### config.mk
export PLATFORM = sky130hd
export DESIGN_NAME = input_line_filter
export DESIGN_NICKNAME = d
export VERILOG_FILES = /design/src/rtl/input_line_filter.sv
export SDC_FILE = /design/constraint.sdc
export NUM_CORES = 1
export LEC_CHECK = 0
export CAP_MARGIN = 30
export CORE_ASPECT_RATIO = 1.1
export CORE_MARGIN = 3
export CORE_UTILIZATION = 40
export CTS_CLUSTER_DIAMETER = 200
export DETAILED_ROUTE_END_ITERATION = 8
export PLACE_DENSITY = 0.68
export REMOVE_ABC_BUFFERS = 1
export SYNTH_ARGS = -nofsm -noshare
export SYNTH_HDL_FRONTEND = slang
export SYNTH_SLANG_ARGS = --single-unit
### constraint.sdc
create_clock -name sys_clk -period 1.6 [get_ports sys_clk]
set_clock_uncertainty 0.05 [all_clocks]
set_input_delay 0.32 -clock sys_clk [delete_from_list [all_inputs] [get_ports sys_clk]]
set_output_delay 0.32 -clock sys_clk [all_outputs]
set_load 0.005 [all_outputs]
### src/rtl/input_line_filter.sv
// Purpose : conditions WIDTH raw asynchronous bus lines (sync chain, glitch filter,
//           registered rise/fall pulses) before sniffing/injection logic consumes them.
// Latency : raw change to out_line change = SYNC_STAGES + FILTER_LEN edges; bypass = SYNC_STAGES + 1.
// Backpressure: none; lines are sampled levels every cycle, consumers cannot stall this block.
//
// Ports:
//   sys_clk    in   1      system clock, all state on rising edge
//   n_reset    in   1      synchronous reset, active-low, overrides everything
//   in_raw     in   WIDTH  asynchronous raw bus lines from pins
//   filter_en  in   WIDTH  per line: 1 = glitch filter active, 0 = bypass (sync chain kept)
//   out_line   out  WIDTH  conditioned line levels (registered)
//   rise_edge  out  WIDTH  one-cycle pulse when an out_line bit goes 0->1
//   fall_edge  out  WIDTH  one-cycle pulse when an out_line bit goes 1->0
//   any_edge   out  1      OR of all rise/fall bits, asserted in the same cycle
module input_line_filter #(
    parameter int              WIDTH       = 4,
    parameter int              SYNC_STAGES = 2,
    parameter int              FILTER_LEN  = 3,
    parameter logic [WIDTH-1:0] IDLE_LEVEL = '0
) (
    input  logic             sys_clk,
    input  logic             n_reset,
    input  logic [WIDTH-1:0] in_raw,
    input  logic [WIDTH-1:0] filter_en,
    output logic [WIDTH-1:0] out_line,
    output logic [WIDTH-1:0] rise_edge,
    output logic [WIDTH-1:0] fall_edge,
    output logic             any_edge
);

    // A single-cycle filter still needs a one-bit counter so the datapath stays uniform.
    localparam int CNT_W = (FILTER_LEN > 1) ? $clog2(FILTER_LEN) : 1;
    // Count value at which a pending level has been seen FILTER_LEN times in a row.
    localparam logic [CNT_W-1:0] CNT_LAST = CNT_W'(FILTER_LEN - 1);

    // ------------------------------------------------------------------
    // State
    // ------------------------------------------------------------------
    logic [SYNC_STAGES-1:0][WIDTH-1:0] sync_q;
    logic [SYNC_STAGES-1:0][WIDTH-1:0] sync_d;
    logic [WIDTH-1:0][CNT_W-1:0]       cnt_q;
    logic [WIDTH-1:0][CNT_W-1:0]       cnt_d;
    logic [WIDTH-1:0]                  out_line_q;
    logic [WIDTH-1:0]                  out_line_d;
    logic [WIDTH-1:0]                  rise_edge_q;
    logic [WIDTH-1:0]                  rise_edge_d;
    logic [WIDTH-1:0]                  fall_edge_q;
    logic [WIDTH-1:0]                  fall_edge_d;
    logic                              any_edge_q;
    logic                              any_edge_d;

    // Output of the last synchroniser stage; the only view of the pins the filter ever uses.
    logic [WIDTH-1:0]                  sync_line;

    assign sync_line = sync_q[SYNC_STAGES-1];

    // ------------------------------------------------------------------
    // Synchroniser chain: pure shift, no logic between the pin and stage 0.
    // ------------------------------------------------------------------
    always_comb begin
        sync_d    = sync_q;
        sync_d[0] = in_raw;
        for (int s = 1; s < SYNC_STAGES; s++) begin
            sync_d[s] = sync_q[s-1];
        end
    end

    // ------------------------------------------------------------------
    // Per-line stability filter.
    // The counter tracks how many consecutive synced cycles the line has
    // differed from the accepted level. Any return to the accepted level
    // clears it, so short excursions never accumulate into an acceptance.
    // Bypass copies the synced level straight through and keeps the counter
    // at zero, so re-enabling the filter always starts a fresh count.
    // ------------------------------------------------------------------
    always_comb begin
        out_line_d = out_line_q;
        cnt_d      = cnt_q;
        for (int i = 0; i < WIDTH; i++) begin
            if (!filter_en[i]) begin
                out_line_d[i] = sync_line[i];
                cnt_d[i]      = '0;
            end else if (sync_line[i] == out_line_q[i]) begin
                cnt_d[i]      = '0;
            end else if (cnt_q[i] == CNT_LAST) begin
                out_line_d[i] = sync_line[i];
                cnt_d[i]      = '0;
            end else begin
                cnt_d[i]      = cnt_q[i] + CNT_W'(1);
            end
        end
    end

    // ------------------------------------------------------------------
    // Edge pulses are derived from the next/current accepted level so they
    // are registered in the same edge that updates out_line. A bit can only
    // move one way per cycle, so rise and fall are mutually exclusive.
    // ------------------------------------------------------------------
    always_comb begin
        rise_edge_d = out_line_d & ~out_line_q;
        fall_edge_d = ~out_line_d & out_line_q;
        any_edge_d  = |(rise_edge_d | fall_edge_d);
    end

    // ------------------------------------------------------------------
    // Registers. Reset loads the idle level everywhere, including the
    // synchroniser, so lines whose pins sit away from idle at release
    // produce a normal, fully-latent edge pulse afterwards.
    // ------------------------------------------------------------------
    always_ff @(posedge sys_clk) begin
        if (!n_reset) begin
            sync_q      <= {SYNC_STAGES{IDLE_LEVEL}};
            cnt_q       <= '0;
            out_line_q  <= IDLE_LEVEL;
            rise_edge_q <= '0;
            fall_edge_q <= '0;
            any_edge_q  <= 1'b0;
        end else begin
            sync_q      <= sync_d;
            cnt_q       <= cnt_d;
            out_line_q  <= out_line_d;
            rise_edge_q <= rise_edge_d;
            fall_edge_q <= fall_edge_d;
            any_edge_q  <= any_edge_d;
        end
    end

    assign out_line  = out_line_q;
    assign rise_edge = rise_edge_q;
    assign fall_edge = fall_edge_q;
    assign any_edge  = any_edge_q;

endmodule

After elaboration in Yosys (flattened, before gate mapping)
Index checks and enable logic that the tools add are counted.
W data, S select, Z words.
{"block": "op_classes", "add_sub_neg": 4, "n_eq_ne": 8, "mux": 12, "bitwise_logic": 10, "reduce_logical": 5}
{"operator": "$reduce_or A4 Y1", "count": 5}
{"operator": "$mux W1", "count": 12}
{"operator": "$add A2 B1 Y2 const B", "count": 4}
{"operator": "$and A4 B4 Y4", "count": 2}
{"operator": "$eq A2 B2 Y1 const B", "count": 4}
{"operator": "$not A4 Y4", "count": 2}
{"operator": "$not A1 Y1", "count": 5}
{"operator": "$eq A1 B1 Y1", "count": 4}
{"operator": "$or A4 B4 Y4", "count": 1}
{"block": "word_totals", "register_bits": 29, "inputBits": 10, "out_inout_bits": 13, "word_cells": 49}

Logic depth before layout (Yosys ltp)
Gate-level depths: netlist of the first run.
{"block": "depth", "ltp_word": 8, "ltp_mapped": 7, "depth_no_buf": 6}

Worst setup path after synthesis of the first run
No wires, ideal clock.
{"block": "synth_path", "path_type": "register -> register", "startpoint": "register cnt_q[4] (netlist name)", "endpoint": "register any_edge_q, in the netlist any_edge", "setup_time_ps": 81, "arrival_ps": 1523, "required_ps": 1469, "setup_slack_ps": -53, "stages_incl_launch_ff": 7, "n_path_buf": 0, "period_less_slack_ps": 1653, "path_cell_list": "dfxtp_1 > inv_1 > ha_1 > and2b_1 > mux2_2 > ha_1 > a41oi_1"}
{"block": "synth_between", "elab_chain_cells": 8, "elab_cells_between_ends": 9, "classes_between": "1 x eq/ne; 3 x mux; 4 x bitwise; 1 x reduce/logical"}
{"item": "from (decl)", "line": "41", "rtl": "logic [WIDTH-1:0][CNT_W-1:0] cnt_q;"}
{"item": "from (signal assigned)", "line": "120", "rtl": "cnt_q <= cnt_d;"}
{"item": "$eq A2 B2 Y1 (*)", "line": "85", "rtl": "end else if (cnt_q[i] == CNT_LAST) begin"}
{"item": "$mux W1 (*)", "line": "85"}
{"item": "$mux W1 (*)", "line": "83", "rtl": "end else if (sync_line[i] == out_line_q[i]) begin"}
{"item": "$mux W1 (*)", "line": "80", "rtl": "if (!filter_en[i]) begin"}
{"item": "net out_line_d[2]", "line": "44", "rtl": "logic [WIDTH-1:0] out_line_d;"}
{"item": "$not A4 Y4", "line": "101", "rtl": "fall_edge_d = ~out_line_d & out_line_q;"}
{"item": "$and A4 B4 Y4", "line": "101"}
{"item": "$or A4 B4 Y4 (*)", "line": "102", "rtl": "any_edge_d = |(rise_edge_d | fall_edge_d);"}
{"item": "$reduce_or A4 Y1 (*)", "line": "102"}
{"item": "to (signal assigned)", "line": "124", "rtl": "any_edge_q <= any_edge_d;"}
{"item": "to (decl)", "line": "49", "rtl": "logic any_edge_q;"}
The timed path passes the listed nets; every way through them passes the cells marked *.
A chain may end at the register's enable or synchronous reset.

Worst setup path after layout of the first run
Ends and elaborated chain as after synthesis.

==> results by stage, run 1 <==
Global route:
- The fraction of met1 tracks used by global routing is 15.01%.
- The global-route wire length before repair is 3912 µm.
- The global routing stage identified its most utilized layer as met2.
- For this run, global-route usage on met3 was measured as 6.198%.
- Global routing used 14.25% of the available tracks.
- The largest net degree at the start of global routing is 14.
- The number of global-route vias before repair is 926.
- Global routing consumed, on the met2 layer, 23.73% of the routing resources.
- The remaining global-route overflow is 0.
- The initial antenna violation count is 0.

Yosys:
- The mean instance size in the synthesized netlist is 10.98 µm².
- The post-synthesis instance area is 1175 µm².
- The total number of yosys warnings is 0.
- In the synthesized netlist, the number of instances is 107.
- Of all cell types, the one taking the most synthesized area is dfxtp_1.
- The number of library cell types mapped by synthesis is 18.
- Synthesis inferred 29 register bits.
- By area the synthesized netlist is led by dfxtp_1 49%, ha_1 13%, and2_1 8.5%, mux2i_1 6.8%, mux2_2 3.8%.
- The synthesized design devotes to its leading area cell type 49.41% of total area.
- After synthesis, flip-flops and latches occupy 49.41% of the total area.

Worst setup path:
- STA classifies the critical path endpoint as a flop.
- The minimum setup slack among reg-to-reg paths is 0.02 ns.
- The setup path with the least slack is of type flop to flop.
- In this run the worst path has a maximum fanout of 2.
- Data on the critical path arrives at its endpoint at 1.73 ns.
- The worst endpoint required time is 1.75 ns.
- The kind of launch point of the worst setup path is a flop.

Clock tree:
- After clock tree synthesis, the clock-pin slew on the worst setup and hold paths is 0.09 ns.
- The TritonCTS buffer count is 5.
- The TritonCTS clock tree is done.
- The maximum level of the CTS H-tree is 2.
- The tree is rooted in a clkbuf_4.
- The tree built by TritonCTS fans out to 29 sinks.
- In this run the deepest clock path goes through 2 buffers.
- The hold buffer count at cts is 0.
- For the worst-skew pair, the clock arrives at the later sink with an insertion delay of 0.32 ns.

Placement:
- Counting tap cells, the placed design contains a total of 165 instances.
- The instance area at placement is 1468 µm².
- The setup slack at placement is -0.2786 ns.
- The routability congestion estimate from global placement is 0.6500.
- Detailed placement ended at an HPWL of 1454 µm.
- Port buffering added 22 buffers.

Final layout:
- The finished layout holds 177 standard cells, fillers aside.
- The total of fill cells in the finished design is 238.
- The finished cells cover 1668 µm².
- The utilization after layout is 60.05%.
- The area growth from synthesis to layout is 41.96%.
- The net total in the final layout is 166.
- The share of cells above drive strength 1 is 29.17%.
- The repair_antennas step left the layout with diodes totalling 0.

STA:
- In this run the tightest slew margin relative to its limit is 80.41%.
- The number of endpoints failing setup at the final stage is 0.
- The worst path setup slack after routing is 0.01901 ns.
- The post-route clock period utilization is 98.81%.
- The post-layout minimum cycle time is 1.581 ns.
- The final hold violation count came to 0.
- For the pin with the worst max-slew slack, the measured transition is 0.2911 ns.
- Setup repair after global routing could not meet its margin everywhere.
- The highest clock rate is 0.6325 GHz.
- The number of pins with negative max-slew slack in the final report is 0.

Status:
- The run finished with clean final reports.

Drt:
- The length of the first detailed-routing pass in iterations is 4.
- For this run, design rule violations remaining after detail routing come to 0.
- The via density per instance is 4.661.
- Summing over every cut layer, the via total after detailed routing is 825.
- In this run the remaining antenna-violating nets after routing total 0.
- The average wire length per cell after detail routing is 11.93 µm.
- The routed design has 2111 µm of wire.
- In this run, the number of DRC markers left after iteration 0 of detailed routing was 11.

Floorplanning:
- The area enclosed by the die boundary is 3624 µm².
- During I/O placement, the number of pins put on the boundary was 23.
- The floorplan step defined a core boundary enclosing 2778 µm².
- The vertical die dimension is 62.84 µm.
- Once the floorplan was initialized, standard cells occupied 42.30% of the core.
- The number of rows created at floorplan is 20.
- The floorplan step set the die width to 57.68 µm.

Power:
- Of the total power, the share spent switching nets is 22.40%.
- For this design the static power due to leakage is 0.6581 nW.
- Per report_power, the sequential group accounts for 56.1% of the total.
- The power per unit of standard cell area is 799.7 nW/µm².
- The cell-internal power is 1.035 mW.
- Total power for the finished layout comes to 1.334 mW.
- The proportion of power drawn by the clock network is 32.9%.
- The share of total power in combinational logic is 11.0%.
- Summed over all nets, the switching power comes to 0.2988 mW.
- The worst-case IR drop observed on VDD is 0.0005480 V.

Worst hold path:
- The worst hold path belongs to the class flop to flop.

Run:
- Across the run, the number of max-cap violations was 0.
-- kinds of logic (layout without fill, tap and decap cells) --
group,after synthesis,after routing,synth area share (%)
compound gates,1,1,0.7456
xor+xnor,4,4,2.982
fa+ha+maj,12,12,12.78
buf+inv,12,49,4.046
flops,29,29,49.41
mux,12,12,10.65
simple gates,37,37,19.38
-- through the flow --
step,hold slack [ns],TNS [ns]
after CTS,0.3534,0
after global routing,0.3760,-0.03511
final,0.3499,0
after floorplan,0.3489,-0.05350
after detailed placement,0.3630,-1.027
after global placement,0.3561,-0.9075
-- worst max-delay path: stages, from the launching register on --
cell and delay, ns:
dfxtp_2 0.34, inv_2 0.04, ha_4 0.14, and2b_2 0.23, mux2_4 0.31, ha_4 0.26
a41oi_2 0.08
-- flip-flops by register name, indices dropped and copies added (netlist names) --
register   count
any_edge       1
out_line       4
fall_edge      4
sync_line      4
cnt_q          8
sync_d         4
rise_edge      4
-- synth_stat cells, drive strengths merged --
cell,number
a41oi,1
and2,16
and2b,1
buf,1
clkbuf,2
dfxtp,29
ha,12
inv,9
mux2,4
mux2i,8
nand2,8
nand2b,2
nor2b,2
nor4,4
nor4b,4
xnor2,4
-- path summary, 6_finish.rpt --
kind	start	endpoint	cells past startpoint
max	cnt_q[4]	any_edge	6
min	cnt_q[0]	cnt_q[0]	1
max reg2reg	cnt_q[4]	any_edge	6
min reg2reg	cnt_q[0]	cnt_q[0]	1
-- power groups by stage --
| stage | Combinational [mW] | Sequential (mW) | Clock [mW] |
|---|---|---|---|
| after CTS | 0.143 | 0.749 | 0.455 |
| after floorplan | 0.0529 | 0.771 | 0 |
| after global routing | 0.163 | 0.752 | 0.491 |
| final | 0.147 | 0.749 | 0.438 |
| after global placement | 0.119 | 0.772 | 0 |
| after detailed placement | 0.122 | 0.773 | 0 |
-- cell usage in the layout (no fill, tap or decap), drive strengths merged --
| cell type | instances |
|---|---|
| dfxtp | 29 |
| clkdlybuf4s50 | 22 |
| and2 | 16 |
| ha | 12 |
| buf | 11 |
| inv | 9 |
| mux2i | 8 |
| nand2 | 8 |
| clkbuf | 7 |
| xnor2 | 4 |
| nor4b | 4 |
| nor4 | 4 |
| mux2 | 4 |
| nand2b | 2 |
| nor2b | 2 |
| and2b | 1 |
| a41oi | 1 |
-- repair_timing --
item | in CTS | in global routing
gates resized for setup | 20 | 7
setup endpoints to repair | 6 | 2
setup buffers | 5 | 0
pin swaps | 3 | 0
-- per-layer routing --
layer | up-vias | part of all wire, % | routed length [µm]
li1 | 424 | - | -
met1 | 378 | 40 | 848
met2 | 21 | 51 | 1078
met3 | 2 | 8.1 | 172
met4 | 0 | 0.57 | 12
met5 | - | 0 | 0
-- cell type report --
class	count	area [µm²]	share of cell area, %
multi-input cells	66	634.4	38.03
flip-flops and latches	29	600.6	36.01
repair buffers	33	302.8	18.15
clock buffers	7	55.05	3.301
well taps	33	41.29	2.476
inverters	9	33.78	2.026
Note: power is estimated with default switching activity, not from simulation.
==> inputs of run 2 (changes only) <==
--- a/config.mk
+++ b/config.mk
@@ -11,7 +11,7 @@
 export CORE_UTILIZATION = 40
 export CTS_CLUSTER_DIAMETER = 200
 export DETAILED_ROUTE_END_ITERATION = 8
-export PLACE_DENSITY = 0.68
+export PLACE_DENSITY = 0.67
 export REMOVE_ABC_BUFFERS = 1
 export SYNTH_ARGS = -nofsm -noshare
 export SYNTH_HDL_FRONTEND = slang
==> results by stage, run 2 (same netlist as run 1, synthesis figures left out) <==
Drt:
- The remaining design rule violation count was 0 (unchanged).
- The via density per instance is 4.656 (was 4.661).
- The length of the first detailed-routing pass in iterations is 2 (was 4).
- The final antenna-violating net count was 0 (unchanged).
- The overall via count from detail_route is 838 (was 825).
- The average wire length per cell after detail routing is 11.66 µm (was 11.93 µm).
- The initial DRC count is 10 (was 11).
- The total length of routed wires is 2098 µm (was 2111 µm).

STA:
- The post-layout minimum cycle time was 1.597 ns (was 1.581 ns).
- The measured slew at the worst slew-check pin is 0.2580 ns (was 0.2911 ns).
- The number of endpoints failing setup at the final stage is 0 (unchanged).
- The setup TNS after final layout is 0 ns (unchanged).
- The post-route clock period utilization is 99.79% (was 98.81%).
- The final hold slack came to 0.3511 ns (was 0.3499 ns).
- The relative max-transition margin is 82.56% (was 80.41%).
- The worst path setup slack after routing came to 0.003363 ns (was 0.01901 ns).
- The final hold violation count is 0 (unchanged).
- The number of pins with negative max-slew slack in the final report is 0 (unchanged).
- Setup repair after global routing missed its margin: true (unchanged).
- The highest clock rate is 0.6263 GHz (was 0.6325 GHz).

Floorplanning:
- The vertical die dimension came to 62.84 µm (unchanged).
- The area enclosed by the die boundary is 3624 µm² (unchanged).
- The initial core utilization is 42.30% (unchanged).
- The area of the core region is 2778 µm² (unchanged).
- The die extent in x is 57.68 µm (unchanged).
- The top-level port count is 23 (unchanged).
- The number of rows created at floorplan is 20 (unchanged).

Worst setup path:
- The data arrival time at the worst-slack endpoint came to 1.74 ns (was 1.73 ns).
- The minimum setup slack among reg-to-reg paths came to 0.003 ns (was 0.02 ns).
- The maximum fanout along the worst path is 2 (unchanged).
- The largest stage delay on the critical path is 0.34 ns (about the same).
- Cell Chain, Critical Path: inv_2, ha_4, and2b_2, mux2_4, ha_4, a41oi_2 (unchanged).
- The sort of element at the end of the critical path is a flop (unchanged).
- The slowest library cell on the worst path was dfxtp_2 (unchanged).
- The type of the worst setup path is flop to flop (unchanged).
- The worst endpoint required time is 1.74 ns (was 1.75 ns).
- The buffering stage count on the worst path with inverters included is 1 (unchanged).
- The most frequent cell on the critical path is ha_4 (unchanged).
- The critical path's top delay family is adder cells (unchanged).
- The kind of launch point of the worst setup path is a flop (unchanged).

Final layout:
- The number of flip-flops under the largest register name came to 8 (unchanged).
- The net total in the final layout is 168 (was 166).
- The share of cells above drive strength 1 was 28.57% (was 29.17%).
- Most frequent cells in the layout: 21 x dfxtp_1, 21 x clkdlybuf4s50_1, 16 x and2_1, 13 x buf_4 (was 22 x clkdlybuf4s50_1, 21 x dfxtp_1, 16 x and2_1, 11 x buf_4).
- The area growth from synthesis to layout came to 41.53% (was 41.96%).
- The area of all placed cells without fillers is 1663 µm² (was 1668 µm²).
- The filler-free cell count of the finished design is 180 (was 177).
- The count of inserted antenna diode cells is 0 (unchanged).
- The largest register by flop count is cnt_q (unchanged).
- The utilization after layout was 59.86% (was 60.05%).

Global route:
- The most used routing layer is met2 (unchanged).
- The fraction of met1 tracks used by global routing is 14.85% (was 15.01%).
- The global-route met3 utilization was 6.198% (unchanged).
- The global-route wire length before repair is 3643 µm (was 3912 µm).
- The global router's overall resource usage is 13.15% (was 14.25%).
- The largest net degree at the start of global routing is 16 (was 14).
- The initial antenna violation count is 0 (unchanged).
- The number of global-route vias before repair is 815 (was 926).
- The global routing usage on met2 is 21.05% (was 23.73%).
- The remaining global-route overflow is 0 (unchanged).

Power:
- The largest voltage drop on the vdd net is 0.0005726 V (was 0.0005480 V).
- The cell leakage power is 0.6628 nW (was 0.6581 nW).
- The total power draw is 1.304 mW (was 1.334 mW).
- The power per unit of standard cell area came to 784.1 nW/µm² (was 799.7 nW/µm²).

Clock tree:
- The maximum level of the CTS H-tree is 2 (unchanged).
- The maximum buffer depth of the clock tree came to 2 (unchanged).
- The TritonCTS buffer count is 5 (unchanged).
- The TritonCTS clock tree is done (unchanged).
- The master cell of the clock root buffer is clkbuf_4 (unchanged).
- The TritonCTS sink count is 29 (unchanged).
- The clock transition at the registers of the reported paths was 0.08 ns (was 0.09 ns).
- The insertion delay to the later sink of the worst-skew pair was 0.32 ns (about the same).

Status:
- Status: completed (unchanged).

Placement:
- The setup slack at placement is -0.3250 ns (was -0.2786 ns).
- The quantity of I/O buffers inserted on ports is 22 (unchanged).
- The instance area at placement came to 1468 µm² (unchanged).
- The routability congestion estimate from global placement was 0.6479 (was 0.6500).
- The estimated wirelength of the detail-placed design is 1362 µm (was 1454 µm).
- The placed instance count came to 165 (unchanged).

Run:
- The count of max-cap constraint violations was 0 (unchanged).

Worst hold path:
- The path category of the worst min-delay check is flop to flop (unchanged).
-- run 2: worst paths after layout --
kind	startpoint	to	cells past startpoint
hold reg to reg	cnt_q[0]	cnt_q[0]	1
hold / removal	cnt_q[0]	cnt_q[0]	1
setup reg to reg	cnt_q[4]	any_edge	6
setup / recovery	cnt_q[4]	any_edge	6
-- run 2: final cells by class --
| class | count | area (µm²) |
|---|---|---|
| fillers | 252 | 1115 |
| well taps | 33 | 41.29 |
| repair buffers | 35 | 316.6 |
| flip-flops and latches | 29 | 600.6 |
| multi-input cells | 66 | 621.8 |
| inverters | 9 | 33.78 |
| clock buffers | 8 | 48.80 |
-- run 2: worst reg2reg max path: stages (launching register included) --
cell and delay (ns):
dfxtp_2 0.34, inv_2 0.04, ha_4 0.15, and2b_2 0.23
mux2_4 0.32, ha_4 0.26, a41oi_2 0.09
-- run 2: what timing repair did --
| action | in CTS | in global routing |
|---|---|---|
| hold buffers | 0 | 0 |
| setup buffers | 2 | 5 |
| endpoints found under the hold margin | 0 | 0 |
| gates resized for setup | 20 | 6 |
| pin swaps | 3 | 2 |
| endpoints found under the setup margin | 6 | 5 |
-- run 2: where the power goes --
group	internal, mW	total (mW)	switching, mW	leakage (nW)
logic	0.0890	0.144	0.0545	0.395
registers	0.738	0.749	0.0115	0.241
clock network	0.175	0.411	0.236	0.0265
total	1.00	1.30	0.302	0.663
-- run 2: per-layer routing --
layer | share of wire [%] | routed length (µm)
met1 | 43 | 908
met2 | 48 | 1002
met3 | 7.2 | 152
met4 | 1.6 | 34
met5 | 0 | 0
==> inputs of run 3 (changes only) <==
--- a/config.mk
+++ b/config.mk
@@ -16,3 +16,4 @@
 export SYNTH_ARGS = -nofsm -noshare
 export SYNTH_HDL_FRONTEND = slang
 export SYNTH_SLANG_ARGS = --single-unit
+export TNS_END_PERCENT = 100
==> constraint.sdc (replaced) <==
create_clock -name sys_clk -period 1.6 [get_ports sys_clk]
set_clock_uncertainty 0.05 [all_clocks]
set_input_delay 0.32 -clock sys_clk [delete_from_list [all_inputs] [get_ports sys_clk]]
set_output_delay 0.32 -clock sys_clk [all_outputs]
set_load 0.02 [all_outputs]
==> results by stage, run 3 (same netlist as run 1, synthesis figures left out) <==
Status:
- Status: completed (unchanged).

Worst setup path:
- Cell Chain, Critical Path: inv_2, ha_4, and2b_1, mux2_4, ha_4, a41oi_2 (was inv_2, ha_4, and2b_2, mux2_4, ha_4, a41oi_2).
- The slowest library cell on the worst path is dfxtp_2 (unchanged).
- The depth of the worst register-to-register path was 6 (unchanged).
- The sort of element at the end of the critical path is a flop (unchanged).
- The kind of launch point of the worst setup path is a flop (unchanged).
- The minimum setup slack among reg-to-reg paths is 0.02 ns (was 0.003 ns).
- The largest stage delay on the critical path came to 0.35 ns (was 0.34 ns).
- The reg-to-reg endpoint was any_edge (unchanged).
- The type of the worst setup path is flop to flop (unchanged).
- The reg-to-reg startpoint is cnt_q[4] (unchanged).
- The data arrival time at the worst-slack endpoint is 1.73 ns (was 1.74 ns).
- The maximum fanout along the worst path is 2 (unchanged).
- The most frequent cell on the critical path is ha_4 (unchanged).
- The worst endpoint required time came to 1.75 ns (was 1.74 ns).

Final layout:
- The combined area of the multi-input logic cells came to 620.6 µm² (was 621.8 µm²).
- The area growth from synthesis to layout is 38.76% (was 41.53%).
- Most frequent cells in the layout: 25 x dfxtp_1, 16 x and2_1, 13 x dlygate4sd2_1, 10 x buf_4, 9 x clkdlybuf4s50_1 (was 21 x dfxtp_1, 21 x clkdlybuf4s50_1, 16 x and2_1, 13 x buf_4).
- The count of inserted antenna diode cells is 0 (unchanged).
- The total of fill cells in the finished design is 247 (was 252).
- The filler-free cell count of the finished design is 177 (was 180).
- The utilization after layout is 58.69% (was 59.86%).
- The share of cells above drive strength 1 is 25.69% (was 28.57%).
- The area used by sequential logic in the layout is 585.6 µm² (was 600.6 µm²).
- The number of flip-flops under the largest register name is 8 (unchanged).
- The net total in the final layout is 165 (was 168).
- Leaving out fill and tap cells, the most frequent cell in the layout is dfxtp_1.
- The largest register by flop count is cnt_q (unchanged).

Floorplanning:
- The number of rows created at floorplan was 20 (unchanged).
- The top-level port count is 23 (unchanged).
- The vertical die dimension came to 62.84 µm (unchanged).
- The initial core utilization is 42.30% (unchanged).
- The area enclosed by the die boundary was 3624 µm² (unchanged).
- The die extent in x is 57.68 µm (unchanged).
- The area of the core region came to 2778 µm² (unchanged).

Placement:
- The quantity of I/O buffers inserted on ports is 22 (unchanged).
- The setup slack at placement came to -0.2825 ns (was -0.3250 ns).
- The routability congestion estimate from global placement was 0.6618 (was 0.6479).
- The estimated wirelength of the detail-placed design is 1302 µm (was 1362 µm).
- The placed instance count is 169 (was 165).

Clock tree:
- The insertion delay to the later sink of the worst-skew pair is 0.32 ns (about the same).
- The hold buffer count at cts came to 0 (unchanged).
- The TritonCTS clock tree is done (unchanged).
- The maximum level of the CTS H-tree is 2 (unchanged).
- The TritonCTS buffer count is 5 (unchanged).
- The TritonCTS sink count came to 29 (unchanged).
- The maximum buffer depth of the clock tree is 2 (unchanged).
- The clock transition at the registers of the reported paths is 0.09 ns (was 0.08 ns).
- The number of setup buffers added after CTS is 0 (was 2).
- The master cell of the clock root buffer was clkbuf_4 (unchanged).

Global route:
- The remaining global-route overflow is 0 (unchanged).
- The fraction of met1 tracks used by global routing came to 13.92% (was 14.85%).
- The global router's overall resource usage is 12.26% (was 13.15%).
- The global routing usage on met2 came to 19.49% (was 21.05%).
- The largest net degree at the start of global routing was 16 (unchanged).
- The global-route wire length before repair is 3415 µm (was 3643 µm).
- The initial antenna violation count is 0 (unchanged).
- The number of global-route vias before repair was 831 (was 815).
- The global-route met3 utilization is 4.339% (was 6.198%).
- The most used routing layer is met2 (unchanged).

Worst hold path:
- The path category of the worst min-delay check is flop to flop (unchanged).
- The hold path endpoint is cnt_q[0] (unchanged).
- The number of cells traversed by the worst hold path is 1 (unchanged).
- The startpoint of the most critical hold path is cnt_q[0] (unchanged).

STA:
- The relative max-transition margin was 82.72% (was 82.56%).
- Setup repair after global routing missed its margin: true (unchanged).
- The post-route clock period utilization is 98.47% (was 99.79%).
- The worst path setup slack after routing is 0.02456 ns (was 0.003363 ns).
- The highest clock rate was 0.6347 GHz (was 0.6263 GHz).
- The post-layout minimum cycle time is 1.575 ns (was 1.597 ns).
- The number of pins with negative max-slew slack in the final report is 0 (unchanged).
- The number of endpoints failing setup at the final stage was 0 (unchanged).
- The final hold violation count is 0 (unchanged).
- The measured slew at the worst slew-check pin is 0.2556 ns (was 0.2580 ns).

Drt:
- The final antenna-violating net count is 0 (unchanged).
- The average wire length per cell after detail routing is 10.60 µm (was 11.66 µm).
- The total length of routed wires came to 1877 µm (was 2098 µm).
- The remaining design rule violation count is 0 (unchanged).
- The overall via count from detail_route is 821 (was 838).
- The via density per instance came to 4.638 (was 4.656).
- The initial DRC count is 8 (was 10).
- The length of the first detailed-routing pass in iterations is 3 (was 2).

Power:
- The total power draw was 1.398 mW (was 1.304 mW).
- The largest voltage drop on the vdd net is 0.0005846 V (was 0.0005726 V).
- The cell leakage power was 0.7135 nW (was 0.6628 nW).
- The power per unit of standard cell area came to 857.5 nW/µm² (was 784.1 nW/µm²).

Run:
- The count of max-cap constraint violations is 0 (unchanged).
==> run 3: cell types whose count changed in the layout (fill, tap and decap cells not counted), moves of 2 or more <==
| cell | previous run | this run |
|---|---|---|
| dlygate4sd2_1 | 1 | 13 |
| clkbuf_1 | 3 | 0 |
| clkbuf_8 | 0 | 2 |
| buf_4 | 13 | 10 |
| dfxtp_4 | 4 | 0 |
| clkdlybuf4s50_1 | 21 | 9 |
| dfxtp_1 | 21 | 25 |
==> run 3: critical path: cells and delay by family (launching register included) <==
kind                     cells  cell delay (ns)
adder cells (fa/ha/maj)      2             0.41
flip-flops                   1             0.35
multiplexers                 1             0.32
AND/OR/NAND/NOR              1             0.22
AO/OA/AOI/OAI                1             0.07
buffers and inverters        1             0.04
==> run 3: layout make-up <==
cell class	instances	area share (%)
Multi-Input combinational cell	66	38.07
Sequential cell	29	35.92
Timing Repair Buffer	32	17.11
Clock buffer	7	3.991
Tap cell	33	2.533
Inverter	9	2.072
Clock inverter	1	0.3070
==> run 3: where the power goes <==
group	internal [mW]	total, mW	leakage [nW]	switching, mW
Clock	0.254	0.503	0.0413	0.248
Sequential	0.743	0.752	0.238	0.00956
Combinational	0.0798	0.143	0.434	0.0632
Total	1.08	1.40	0.713	0.321
==> run 3: repair_timing <==
item,CTS,global route
pin swaps,2,2
endpoints found under the setup margin,15,1
gates resized for setup,23,6
hold endpoints to repair,0,0
==> run 3: how the worst max path moves through the flow <==
| stage | start | endpoint | slack, ns | cells after the start |
|---|---|---|---|---|
| after floorplan | cnt_q[4] | any_edge | -0.05 | 6 |
| after global placement | filter_en[2] | any_edge | -0.28 | 5 |
| after detailed placement | filter_en[2] | any_edge | -0.28 | 5 |
| after CTS | cnt_q[2] | any_edge | 0.0004 | 6 |
| after global routing | cnt_q[4] | any_edge | -0.03 | 6 |
| final | cnt_q[4] | any_edge | 0.02 | 6 |
==> run 3: metal layers <==
metal | vias to the layer above | share of wire (%)
li1 | 421 | -
met4 | 0 | 2.7
met1 | 371 | 45
met3 | 7 | 6.9
met2 | 22 | 46
met5 | - | 0
==> run 3: through the flow <==
step	TNS (ns)	instance area (µm²)	hold WS [ns]
5_1_grt	-0.03074	1630	0.3781
2_1_floorplan	-0.05350	1161	0.3489
3_5_place_dp	-0.8903	1498	0.3619
3_3_place_gp	-0.8937	1498	0.3566
6_report	0	1630	0.3538
4_1_cts	0	1610	0.3566
